## config.mk

```make
export PLATFORM = sky130hd
export DESIGN_NAME = mux4_rr_arbiter_flat
export DESIGN_NICKNAME = d
export VERILOG_FILES = /design/src/rtl/mux4_rr_arbiter_if.sv /design/src/rtl/mux4_rr_arbiter.sv /design/src/flat_wrapper.sv
export SDC_FILE = /design/constraint.sdc
export NUM_CORES = 1
export LEC_CHECK = 0
export BUFFER_PORTS_ARGS = -buffer_cell sky130_fd_sc_hd__buf_2
export CORE_ASPECT_RATIO = 1.25
export CORE_UTILIZATION = 40
export CTS_CLUSTER_DIAMETER = 50
export CTS_CLUSTER_SIZE = 40
export DETAILED_ROUTE_END_ITERATION = 10
export PLACE_DENSITY_LB_ADDON = 0.2
export SLEW_MARGIN = 10
export SYNTH_ARGS = -nofsm -noshare
export SYNTH_HDL_FRONTEND = slang
export SYNTH_SLANG_ARGS = --single-unit
```

## constraint.sdc

```tcl
create_clock -name clk -period 2.35 [get_ports clk]
set_input_delay 0.235 -clock clk [delete_from_list [all_inputs] [get_ports clk]]
set_output_delay 0.235 -clock clk [all_outputs]
set_load 0.03 [all_outputs]
```

## src/rtl/mux4_rr_arbiter_if.sv

```systemverilog
// -----------------------------------------------------------------------------
// mux4_rr_arbiter_if
//   Bundle of the request/data/grant signals between four requesters and the
//   round-robin arbiter that owns the select of a shared 4:1 data mux.
//
//   req       requester -> arbiter  4     one request bit per requester
//   data_in   requester -> arbiter  4*DW  lane i = data_in[i*DW +: DW]
//   grant     arbiter -> requester  4     one-hot owner, zero when idle
//   sel       arbiter -> requester  2     encoded owner (mux select)
//   data_out  arbiter -> requester  DW    selected lane while valid_out, else 0
//   valid_out arbiter -> requester  1     owner is granted and still requesting
//   busy      arbiter -> requester  1     arbiter is in its GRANT state
//
//   master: the requester side (drives req/data_in)
//   slave : the arbiter side (drives grant/sel/data_out/valid_out/busy)
// -----------------------------------------------------------------------------
interface mux4_rr_arbiter_if #(
    parameter int DW = 8
);
    logic [3:0]      req;
    logic [4*DW-1:0] data_in;
    logic [3:0]      grant;
    logic [1:0]      sel;
    logic [DW-1:0]   data_out;
    logic            valid_out;
    logic            busy;

    modport master (
        output req, data_in,
        input  grant, sel, data_out, valid_out, busy
    );

    modport slave (
        input  req, data_in,
        output grant, sel, data_out, valid_out, busy
    );
endinterface

```

## src/rtl/mux4_rr_arbiter.sv

```systemverilog
// -----------------------------------------------------------------------------
// mux4_rr_arbiter
//   Round-robin arbiter and sequencer for a shared 4:1 data mux. One requester
//   owns the mux at a time; ownership is held until the owner drops its request
//   or MAX_HOLD consecutive cycles have elapsed. Handoff to the next requester
//   happens on the same edge as the release, so there is no idle bubble.
//
//   Parameters
//     DW        width of each data lane and of data_out
//     MAX_HOLD  maximum consecutive cycles a single grant is held (>= 1)
//
//   Ports
//     clk   in  single clock, rising edge
//     rst   in  synchronous, active-high reset
//     bus   slave modport of mux4_rr_arbiter_if:
//             req/data_in in; grant/sel/busy registered out;
//             data_out/valid_out combinational out
// -----------------------------------------------------------------------------
module mux4_rr_arbiter #(
    parameter int DW       = 8,
    parameter int MAX_HOLD = 4
) (
    input  logic                clk,
    input  logic                rst,
    mux4_rr_arbiter_if.slave    bus
);

    localparam int HW = (MAX_HOLD > 1) ? $clog2(MAX_HOLD) : 1;
    localparam logic [HW-1:0] HOLD_LAST = HW'(MAX_HOLD - 1);

    typedef enum logic {
        S_IDLE  = 1'b0,
        S_GRANT = 1'b1
    } state_t;

    state_t        r_state;
    logic [3:0]    r_grant;
    logic [1:0]    r_sel;
    logic          r_busy;
    logic [HW-1:0] r_hold_cnt;
    logic [1:0]    r_last_ptr;

    logic [1:0]    w_pick_ptr;
    logic [2:0]    w_pick;
    logic          w_found;
    logic [1:0]    w_winner;
    logic          w_release;
    logic          w_valid;
    logic [DW-1:0] w_lane;

    // Returns {found, index}: first requester after ptr in wrap-around order,
    // ptr itself being the last candidate examined.
    function automatic logic [2:0] f_pick(input logic [3:0] req, input logic [1:0] ptr);
        logic [2:0] res;
        logic [1:0] idx;
        res = 3'b000;
        for (int i = 1; i <= 4; i++) begin
            idx = ptr + 2'(i);
            if (!res[2] && req[idx]) begin
                res = {1'b1, idx};
            end
        end
        return res;
    endfunction

    // In GRANT the search only matters on release, and then the pointer has
    // just become the current owner, so r_sel is the pointer to search from.
    assign w_pick_ptr = (r_state == S_GRANT) ? r_sel : r_last_ptr;
    assign w_pick     = f_pick(bus.req, w_pick_ptr);
    assign w_found    = w_pick[2];
    assign w_winner   = w_pick[1:0];
    assign w_release  = !bus.req[r_sel] || (r_hold_cnt == HOLD_LAST);

    always_ff @(posedge clk) begin
        if (rst) begin
            r_state    <= S_IDLE;
            r_grant    <= 4'b0000;
            r_sel      <= 2'd0;
            r_busy     <= 1'b0;
            r_hold_cnt <= '0;
            r_last_ptr <= 2'd3;
        end else begin
            case (r_state)
                S_IDLE: begin
                    if (w_found) begin
                        r_state    <= S_GRANT;
                        r_grant    <= 4'b0001 << w_winner;
                        r_sel      <= w_winner;
                        r_busy     <= 1'b1;
                        r_hold_cnt <= '0;
                    end
                end
                S_GRANT: begin
                    if (!w_release) begin
                        r_hold_cnt <= r_hold_cnt + HW'(1);
                    end else begin
                        r_last_ptr <= r_sel;
                        r_hold_cnt <= '0;
                        if (w_found) begin
                            // Zero-bubble handoff (may re-grant the same owner
                            // when nobody else is waiting).
                            r_grant <= 4'b0001 << w_winner;
                            r_sel   <= w_winner;
                        end else begin
                            r_state <= S_IDLE;
                            r_grant <= 4'b0000;
                            r_busy  <= 1'b0;
                        end
                    end
                end
                default: begin
                    r_state <= S_IDLE;
                    r_grant <= 4'b0000;
                    r_busy  <= 1'b0;
                end
            endcase
        end
    end

    // Output follows the owner's request combinationally so a dropped request
    // stops data in the same cycle, before the grant itself is released.
    assign w_valid = (|r_grant) & bus.req[r_sel];

    always_comb begin
        w_lane = '0;
        case (r_sel)
            2'd0:    w_lane = bus.data_in[0*DW +: DW];
            2'd1:    w_lane = bus.data_in[1*DW +: DW];
            2'd2:    w_lane = bus.data_in[2*DW +: DW];
            default: w_lane = bus.data_in[3*DW +: DW];
        endcase
    end

    assign bus.grant     = r_grant;
    assign bus.sel       = r_sel;
    assign bus.busy      = r_busy;
    assign bus.valid_out = w_valid;
    assign bus.data_out  = w_valid ? w_lane : '0;

endmodule
```

## src/flat_wrapper.sv

```systemverilog
// flat-port wrapper written by rule: the top's interface ports become plain ports
module mux4_rr_arbiter_flat 
#(
    parameter int DW       = 8,
    parameter int MAX_HOLD = 4
)
  (clk, rst, bus_req, bus_data_in, bus_grant, bus_sel, bus_data_out, bus_valid_out, bus_busy);
  mux4_rr_arbiter_if #(.DW(DW)) bus_i ();
  input  logic clk;
  input  logic rst;
  input wire logic [$bits(bus_i.req)-1:0] bus_req;
  input wire logic [$bits(bus_i.data_in)-1:0] bus_data_in;
  output wire logic [$bits(bus_i.grant)-1:0] bus_grant;
  output wire logic [$bits(bus_i.sel)-1:0] bus_sel;
  output wire logic [$bits(bus_i.data_out)-1:0] bus_data_out;
  output wire logic [$bits(bus_i.valid_out)-1:0] bus_valid_out;
  output wire logic [$bits(bus_i.busy)-1:0] bus_busy;
  assign bus_i.req = bus_req;
  assign bus_i.data_in = bus_data_in;
  assign bus_grant = bus_i.grant;
  assign bus_sel = bus_i.sel;
  assign bus_data_out = bus_i.data_out;
  assign bus_valid_out = bus_i.valid_out;
  assign bus_busy = bus_i.busy;
  mux4_rr_arbiter #(.DW(DW), .MAX_HOLD(MAX_HOLD)) u_core (.clk(clk), .rst(rst), .bus(bus_i));
endmodule
```

==> results.cfg, run 1 <==
[status]
outcome = finished, final reports clean

[critical_path]
crit_slowest_cell = sky130_fd_sc_hd__mux4_2
crit_type = reg2out
kind_of_cell_adding_the_most_delay_to_the_critical_path = multiplexers
cp.buffers_inverters = 2
critPathMaxStageDelay_ns = 0.55
crit_path_max_fanout = 9
critical_path_arrival_ns = 1.75
worst-r2r-cell-count = 4
critical_path.startpoint_type = register
cp.required_ns = 2.12
timing.critical_path.to_type = output port
worst-path-stages = 5
worstPathCellList = mux4_2 > o41ai_1 > buf_4 > nor2b_1 > buf_2

[finish]
layout_commonest_cell = sky130_fd_sc_hd__buf_2
final.fill_count = 226
fin_nets = 186
final_layout_size_suffix_gt1_frac = 0.534
growth_of_design_area_from_synthesis_to_finish_pct = 37.4
layout_common_cells = sky130_fd_sc_hd__buf_2, sky130_fd_sc_hd__dfxtp_1, sky130_fd_sc_hd__nor2b_1
number_of_diodes = 0

[cts]
clk-insertion-delay-late_ns = 0.27
max-clock-path-buffers = 2
cts.reportedPaths.clkPinSlew_ns = 0.08
cts_post_setup_buffers_inserted = 0
cts-buffers-inserted = 3
cts_tree = built
tritoncts_num_sinks = 12
cts_root_buf = sky130_fd_sc_hd__clkbuf_4
postCtsHoldBufs = 0
h-tree-depth = 1
post_cts.resized_instances = 0

[global_routing]
maximum_number_of_pins_on_one_net_before_global_route_repair = 16
grt-ovfl-total = 0
grt_pass1_vias = 881
grt_antenna_before_repair = 0
grt_first_pass_wirelength_um = 3530
grt_use_total = 0.187

[place]
globalplace.congestion = 0.766
dp.final_hpwl_um = 1870
port_buffers = 53

[sta]
skew_ns = 0.00910
totalNegativeSetupSlack_ns = 0
finalHoldViolations = 0
worst_max_slew_pin_slew_ns = 0.411
final_max_slew_viol_count = 0
fmax_mhz = 503
rsz0062_at_grt = false
timing.max_slew.rel_slack = 0.718
setup_viol = 0
post-route-period-util = 0.845
final_critical_path_required_period_ns = 1.99

[hold_path]
timing.hold.worst.class = in2reg
min_delay_path_depth = 2

[routing]
vias = 951
drt_drc_violations_left = 0
met2RoutedLength_um = 1170
m1WireLength_um = 818
route.antenna.remaining_nets = 0
top_layer_used = met4
drt_first_iter_violations = 13
detailroute.wirelength.met3_um = 235
routed_wire_length_per_instance_um = 12.7
routed_wl_um = 2250
first_pass_iters = 4
viasPerCell = 5.37

[yosys]
synthesis.yosys.warnings = 0
ys_seq_area_frac = 0.262
postSynthAreaPerCell_um2 = 10.2
synth.net_count = 129
ys_types = 35
synthesis.area_um2 = 917
synth_seq_cells = 12
post_synth_inst_count = 90

[floorplanning]
rows = 19
initial_core_util = 0.419
placeableCoreArea_um2 = 2190
design.portCount = 54
die-area_um2 = 2490
chipWidth_um = 44.8
overall_die_height_um = 55.5

[power_and_ir_drop]
leakagePower_nw = 0.590
totalPowerFinal_mw = 0.758
irDropWorstVdd_mv = 0.453
p_per_area_nw_per_um2 = 602

[job]
maxCapViolCount = 0
==> logic make-up after synthesis <==
family,count (synthesis),synth area share
AND/OR/NAND/NOR,32,0.224
AO/OA/AOI/OAI,21,0.180
multiplexers,13,0.266
flip-flops,12,0.262
buffers and inverters,11,0.0546
adder cells (fa/ha/maj),1,0.0136
==> flip-flops by register name, summed over array words and instances, names as in the netlist <==
register           flops
u_core.bus.busy        1
u_core.r_state         1
u_core.bus.sel         2
u_core.r_hold_cnt      2
u_core.r_last_ptr      2
u_core.bus.grant       4
==> where the power goes <==
group | internal [mW] | total [mW] | switching (mW)
Clock | 0.0941 | 0.163 | 0.0685
Combinational | 0.159 | 0.354 | 0.195
Sequential | 0.224 | 0.242 | 0.0175
Total | 0.477 | 0.758 | 0.281
==> per-layer routing <==
metal / up-vias / track usage
li1: 454 / -
met1: 445 / 0.189
met2: 48 / 0.347
met3: 4 / 0.0327
met4: 0 / 0.0909
met5: - / 0
==> through the flow <==
stage / cells / setup WS, ns / hold WS (ns) / cell area (um^2) / util
3_5_place_dp: 173 / 0.637 / 0.502 / 1220 / 0.559
3_3_place_gp: 173 / 0.639 / 0.484 / 1220 / 0.559
4_1_cts: 177 / 0.359 / 0.293 / 1260 / 0.576
5_1_grt: 177 / 0.272 / 0.314 / 1260 / 0.576
2_1_floorplan: 90 / 0.387 / 0.335 / 917 / -
6_report: 177 / 0.363 / 0.300 / 1260 / 0.576
==> area by class of cell <==
type                       instances  area [um^2]  area share
tap                               31         38.8      0.0308
timing repair buffer              57          295       0.234
inverter                           6         22.5      0.0179
multi-input combinational         67          627       0.498
sequential                        12          240       0.191
clock buffer                       4         36.3      0.0288
==> final timing paths <==
path / startpoint / slack (ns) / to
min reg2reg: u_core.bus.grant[3] / 0.52 / u_core.bus.grant[3]
min: rst / 0.30 / u_core.r_state
max reg2reg: u_core.bus.sel[1] / 0.58 / u_core.r_last_ptr[1]
max: u_core.bus.sel[1] / 0.36 / bus_data_out[2]
==> Yosys cell counts <==
cell type	number	area [um^2]
sky130_fd_sc_hd__dfxtp_1	12	240
sky130_fd_sc_hd__and2b_4	1	10.0
sky130_fd_sc_hd__buf_2	1	5.00
sky130_fd_sc_hd__o41ai_1	1	8.76
sky130_fd_sc_hd__clkbuf_1	2	7.51
sky130_fd_sc_hd__nand2_1	3	11.3
sky130_fd_sc_hd__a21boi_1	1	7.51
sky130_fd_sc_hd__or3b_1	1	8.76
sky130_fd_sc_hd__or3b_2	1	8.76
sky130_fd_sc_hd__mux4_2	9	203
sky130_fd_sc_hd__a211oi_1	1	7.51
sky130_fd_sc_hd__nand2b_1	2	12.5
sky130_fd_sc_hd__o211ai_1	2	15.0
sky130_fd_sc_hd__o31ai_1	1	7.51
sky130_fd_sc_hd__buf_6	1	11.3
sky130_fd_sc_hd__nand3_1	3	15.0
sky130_fd_sc_hd__mux2i_1	3	30.0
sky130_fd_sc_hd__o41ai_2	1	16.3
sky130_fd_sc_hd__a211o_1	3	26.3
sky130_fd_sc_hd__nor2_1	7	26.3
sky130_fd_sc_hd__nor2_8	1	20.0
sky130_fd_sc_hd__o21ai_0	2	10.0
sky130_fd_sc_hd__inv_1	5	18.8
sky130_fd_sc_hd__nor4_2	1	12.5
sky130_fd_sc_hd__o211a_1	1	10.0
sky130_fd_sc_hd__inv_2	1	3.75
sky130_fd_sc_hd__buf_1	1	3.75
sky130_fd_sc_hd__a21oi_1	3	15.0
sky130_fd_sc_hd__nor2b_1	11	68.8
sky130_fd_sc_hd__a22oi_1	2	15.0
sky130_fd_sc_hd__ha_1	1	12.5
sky130_fd_sc_hd__mux2_2	1	11.3
sky130_fd_sc_hd__o221ai_1	1	8.76
sky130_fd_sc_hd__o32ai_1	2	17.5
sky130_fd_sc_hd__and3_4	1	11.3
Note: power is estimated with default switching activity, not from simulation.
==> inputs of run 2 (changes only) <==
- CORE_UTILIZATION: 40 -> 39
- clock period: 2.35 -> 1.75 ns (I/O delays scaled with it)
==> results.cfg, run 2 (same netlist as run 1, synthesis figures left out) <==
[status]
outcome = complete, but fails checks
violations = setup timing

[routing]
first_pass_iters = 4
drt_first_iter_violations = 17
vias = 968
routed_wl_um = 2460
viasPerCell = 5.41
drt_drc_violations_left = 0
routed_wire_length_per_instance_um = 13.7
route.antenna.remaining_nets = 0

[place]
dp_cells = 173
postPlaceCellArea_um2 = 1250
globalplace.congestion = 0.736
dp.final_hpwl_um = 1860
port_buffers = 53
place_ws_ns = 0.0764

[critical_path]
critical_path_arrival_ns = 1.61
critical_path.startpoint_type = register
crit_path_max_fanout = 4
r2r_start = u_core.bus.sel[1]
timing.critical_path.to_type = output port
crit_type = reg2out
setup_slack_reg_to_reg_ns = 0.10
worst-r2r-cell-count = 5
r2r_end = u_core.bus.grant[2]
cp.required_ns = 1.57

[global_routing]
grt_busiest_layer = met2
grt-ovfl-total = 0
maximum_number_of_pins_on_one_net_before_global_route_repair = 16
gr-usage-met2 = 0.364
global_route.usage.met1 = 0.228
grt.met3_usage = 0.0519
grt_use_total = 0.211
grt_antenna_before_repair = 0
grt_first_pass_wirelength_um = 3820
grt_pass1_vias = 886

[sta]
finalHoldViolations = 0
final_max_slew_viol_count = 0
skew_ns = 0.00174
holdWs_ns = 0.232
final_critical_path_required_period_ns = 1.78
timing.max_slew.rel_slack = 0.668
totalNegativeSetupSlack_ns = -0.216
rsz0062_at_grt = true
fin_ws_ns = -0.0336
worst_max_slew_pin_slew_ns = 0.493
post-route-period-util = 1.02
setup_viol = 9
fmax_mhz = 561

[hold_path]
min_delay_path_depth = 2
min_to = u_core.r_state
hold_path.startpoint = rst
timing.hold.worst.class = in2reg

[power_and_ir_drop]
leakagePower_nw = 0.620
p_per_area_nw_per_um2 = 803
irDropWorstVdd_mv = 0.624
totalPowerFinal_mw = 1.10

[job]
maxCapViolCount = 0

[cts]
max-clock-path-buffers = 2
cts.reportedPaths.clkPinSlew_ns = 0.08
tritoncts_num_sinks = 12
cts_root_buf = sky130_fd_sc_hd__clkbuf_4
clk-insertion-delay-late_ns = 0.28
cts_tree = built
postCtsHoldBufs = 0
cts-buffers-inserted = 3
h-tree-depth = 1

[finish]
fin_nets = 188
stdcell_count = 179
layout_commonest_cell = sky130_fd_sc_hd__buf_2
multi_input_comb_area_um2 = 689
layout_common_cells = sky130_fd_sc_hd__buf_2, sky130_fd_sc_hd__nor2b_1, sky130_fd_sc_hd__buf_4, sky130_fd_sc_hd__dfxtp_1, sky130_fd_sc_hd__mux4_2
largest_reg_flops = 4
growth_of_design_area_from_synthesis_to_finish_pct = 48.8
layout.core_utilization = 0.617
sequential_cell_area_um2 = 248
final_standard_cell_area_without_fillers_um2 = 1370
number_of_diodes = 0
final.fill_count = 205
final_layout_size_suffix_gt1_frac = 0.595

[floorplanning]
placeableCoreArea_um2 = 2210
chipWidth_um = 45.4
overall_die_height_um = 56.2
rows = 19
design.portCount = 54
initial_core_util = 0.415
die-area_um2 = 2550
-- run 2: cell type report --
cell class / instances / share of cell area
repair buffers: 58 / 0.242
inverters: 6 / 0.0165
flip-flops and latches: 12 / 0.181
multi-input cells: 68 / 0.505
clock buffers: 4 / 0.0266
well taps: 31 / 0.0284
-- run 2: report_power, final --
group / internal, mW / switching [mW]
clock: 0.127 / 0.100
sequential: 0.302 / 0.0327
combinational: 0.251 / 0.283
total: 0.681 / 0.416
-- run 2: worst max-delay path: stages, from the launching register on --
cell and delay (ns):
sky130_fd_sc_hd__dfxtp_4 0.35, sky130_fd_sc_hd__mux4_2 0.57, sky130_fd_sc_hd__o41ai_2 0.13, sky130_fd_sc_hd__nor2b_1 0.09, sky130_fd_sc_hd__buf_4 0.18
-- run 2: repair_timing --
action | CTS | global route
setup buffers | 1 | 0
pin swaps | 0 | 3
cloned | 1 | 0
gates resized for setup | 9 | 7
setup endpoints to repair | 9 | 13
-- run 2: worst max-delay path by stage --
stage	startpoint	end	cells past startpoint
finish	u_core.bus.sel[1]	bus_data_out[2]	4
global route	u_core.bus.sel[1]	bus_data_out[0]	4
CTS	u_core.bus.sel[1]	bus_data_out[0]	4
detailed placement	u_core.bus.sel[1]	u_core.bus.grant[0]	5
global placement	u_core.bus.sel[1]	u_core.bus.grant[0]	5
floorplan	u_core.bus.sel[1]	u_core.bus.grant[0]	6
-- run 2: layer usage --
| metal | wire [um] | share of wire |
|---|---|---|
| met1 | 906 | 0.37 |
| met2 | 1270 | 0.52 |
| met3 | 226 | 0.092 |
| met4 | 55 | 0.022 |
| met5 | 0 | 0 |
==> inputs of run 3 (changes only) <==
- CORE_UTILIZATION: 39 -> 40
- clock period: 1.75 -> 2.15 ns (I/O delays scaled with it)
==> results.cfg, run 3 (same netlist as run 1, synthesis figures left out) <==
[critical_path]
timing.critical_path.to_type = output port
crit_type = reg2out
critical_path.startpoint_type = register
cp.required_ns = 1.93
critical_path_arrival_ns = 1.73
crit_path_max_fanout = 9

[place]
port_buffers = 53
globalplace.congestion = 0.831
place_ws_ns = 0.441
dp.final_hpwl_um = 1790

[global_routing]
grt_first_pass_wirelength_um = 3480
maximum_number_of_pins_on_one_net_before_global_route_repair = 16
grt-ovfl-total = 0
grt_antenna_before_repair = 0
grt_use_total = 0.185
grt_pass1_vias = 857

[sta]
setup_viol = 0
holdWs_ns = 0.277
final_critical_path_required_period_ns = 1.94
fin_ws_ns = 0.207
skew_ns = 0.00231
totalNegativeSetupSlack_ns = 0
finalHoldViolations = 0
worst_max_slew_pin_slew_ns = 0.421
fmax_mhz = 515
timing.max_slew.rel_slack = 0.711
post-route-period-util = 0.904
final_max_slew_viol_count = 0
rsz0062_at_grt = false

[floorplanning]
placeableCoreArea_um2 = 2190
die-area_um2 = 2490
rows = 19
overall_die_height_um = 55.5
design.portCount = 54
initial_core_util = 0.419
chipWidth_um = 44.8

[cts]
h-tree-depth = 1
tritoncts_num_sinks = 12
cts_tree = built
cts_post_setup_buffers_inserted = 0
cts-buffers-inserted = 3
post_cts.resized_instances = 0
max-clock-path-buffers = 2
cts_root_buf = sky130_fd_sc_hd__clkbuf_4
postCtsHoldBufs = 0
clk-insertion-delay-late_ns = 0.27
cts.reportedPaths.clkPinSlew_ns = 0.07

[power_and_ir_drop]
p_sw_frac = 0.368
p_per_area_nw_per_um2 = 655
irDropWorstVdd_mv = 0.489
power.clock.fraction = 0.209
power.combinational.fraction = 0.473
p_int_mw = 0.522
sequential_power_share = 0.318
leakagePower_nw = 0.590
power.switching_mw = 0.303

[job]
maxCapViolCount = 0

[routing]
viasPerCell = 5.18
routed_wl_um = 2160
route.antenna.remaining_nets = 0
vias = 917
first_pass_iters = 4
routed_wire_length_per_instance_um = 12.2
drt_drc_violations_left = 0
drt_first_iter_violations = 15

[hold_path]
timing.hold.worst.class = in2reg

[finish]
final.fill_count = 206
layout_commonest_cell = sky130_fd_sc_hd__buf_2
growth_of_design_area_from_synthesis_to_finish_pct = 37.4
final_layout_size_suffix_gt1_frac = 0.534
largest_reg_flops = 4
layout_common_cells = sky130_fd_sc_hd__buf_2, sky130_fd_sc_hd__dfxtp_1, sky130_fd_sc_hd__nor2b_1
number_of_diodes = 0
layout.core_utilization = 0.576
fin_nets = 186

[status]
outcome = finished, final reports clean
## run 3: cell types whose count changed in the layout (fill, tap and decap cells not counted), moves of 2 or more
cell | previous run | this run
sky130_fd_sc_hd__dfxtp_4 | 2 | 0
sky130_fd_sc_hd__dfxtp_1 | 10 | 12
sky130_fd_sc_hd__buf_2 | 47 | 53
sky130_fd_sc_hd__buf_4 | 10 | 4
## run 3: final timing paths
check | start | end | cells past startpoint | slack, ns
hold reg to reg | u_core.bus.busy | u_core.bus.busy | 2 | 0.51
setup / recovery | u_core.bus.sel[1] | bus_data_out[0] | 5 | 0.21
setup reg to reg | u_core.r_state | u_core.bus.grant[2] | 5 | 0.41
hold / removal | rst | u_core.r_hold_cnt[0] | 2 | 0.28
## run 3: worst max-delay path: stages (launching register included)
cell and delay (ns):
sky130_fd_sc_hd__dfxtp_1 0.35, sky130_fd_sc_hd__mux4_2 0.55, sky130_fd_sc_hd__o41ai_1 0.10, sky130_fd_sc_hd__buf_4 0.23, sky130_fd_sc_hd__nor2b_1 0.06, sky130_fd_sc_hd__buf_2 0.17
## run 3: per-stage QoR
stage          cell area (um^2)  power, mW  instances
6_report                   1260      0.825        177
5_1_grt                    1260      0.883        177
4_1_cts                    1260      0.835        177
3_5_place_dp               1220      0.660        173
3_3_place_gp               1220      0.652        173
2_1_floorplan               917      0.546         90
## run 3: layout make-up
cell class / instances / area, um^2 / area share
clock buffer: 4 / 36.3 / 0.0288
sequential: 12 / 240 / 0.191
multi-input combinational: 67 / 627 / 0.498
timing repair buffer: 57 / 295 / 0.234
inverter: 6 / 22.5 / 0.0179
tap: 31 / 38.8 / 0.0308
## run 3: layer usage
layer	routed length, um	vias to the layer above	global-route usage
li1	-	454	-
met1	877	413	0.195
met2	1060	46	0.338
met3	194	4	0.0294
met4	23	0	0.0909
met5	0	-	0
## run 3: power groups by stage
stage	sequential [mW]	combinational, mW	clock, mW
floorplan	0.293	0.253	0
global placement	0.268	0.385	0
detailed placement	0.267	0.393	0
CTS	0.262	0.394	0.179
global route	0.266	0.422	0.194
finish	0.262	0.390	0.173
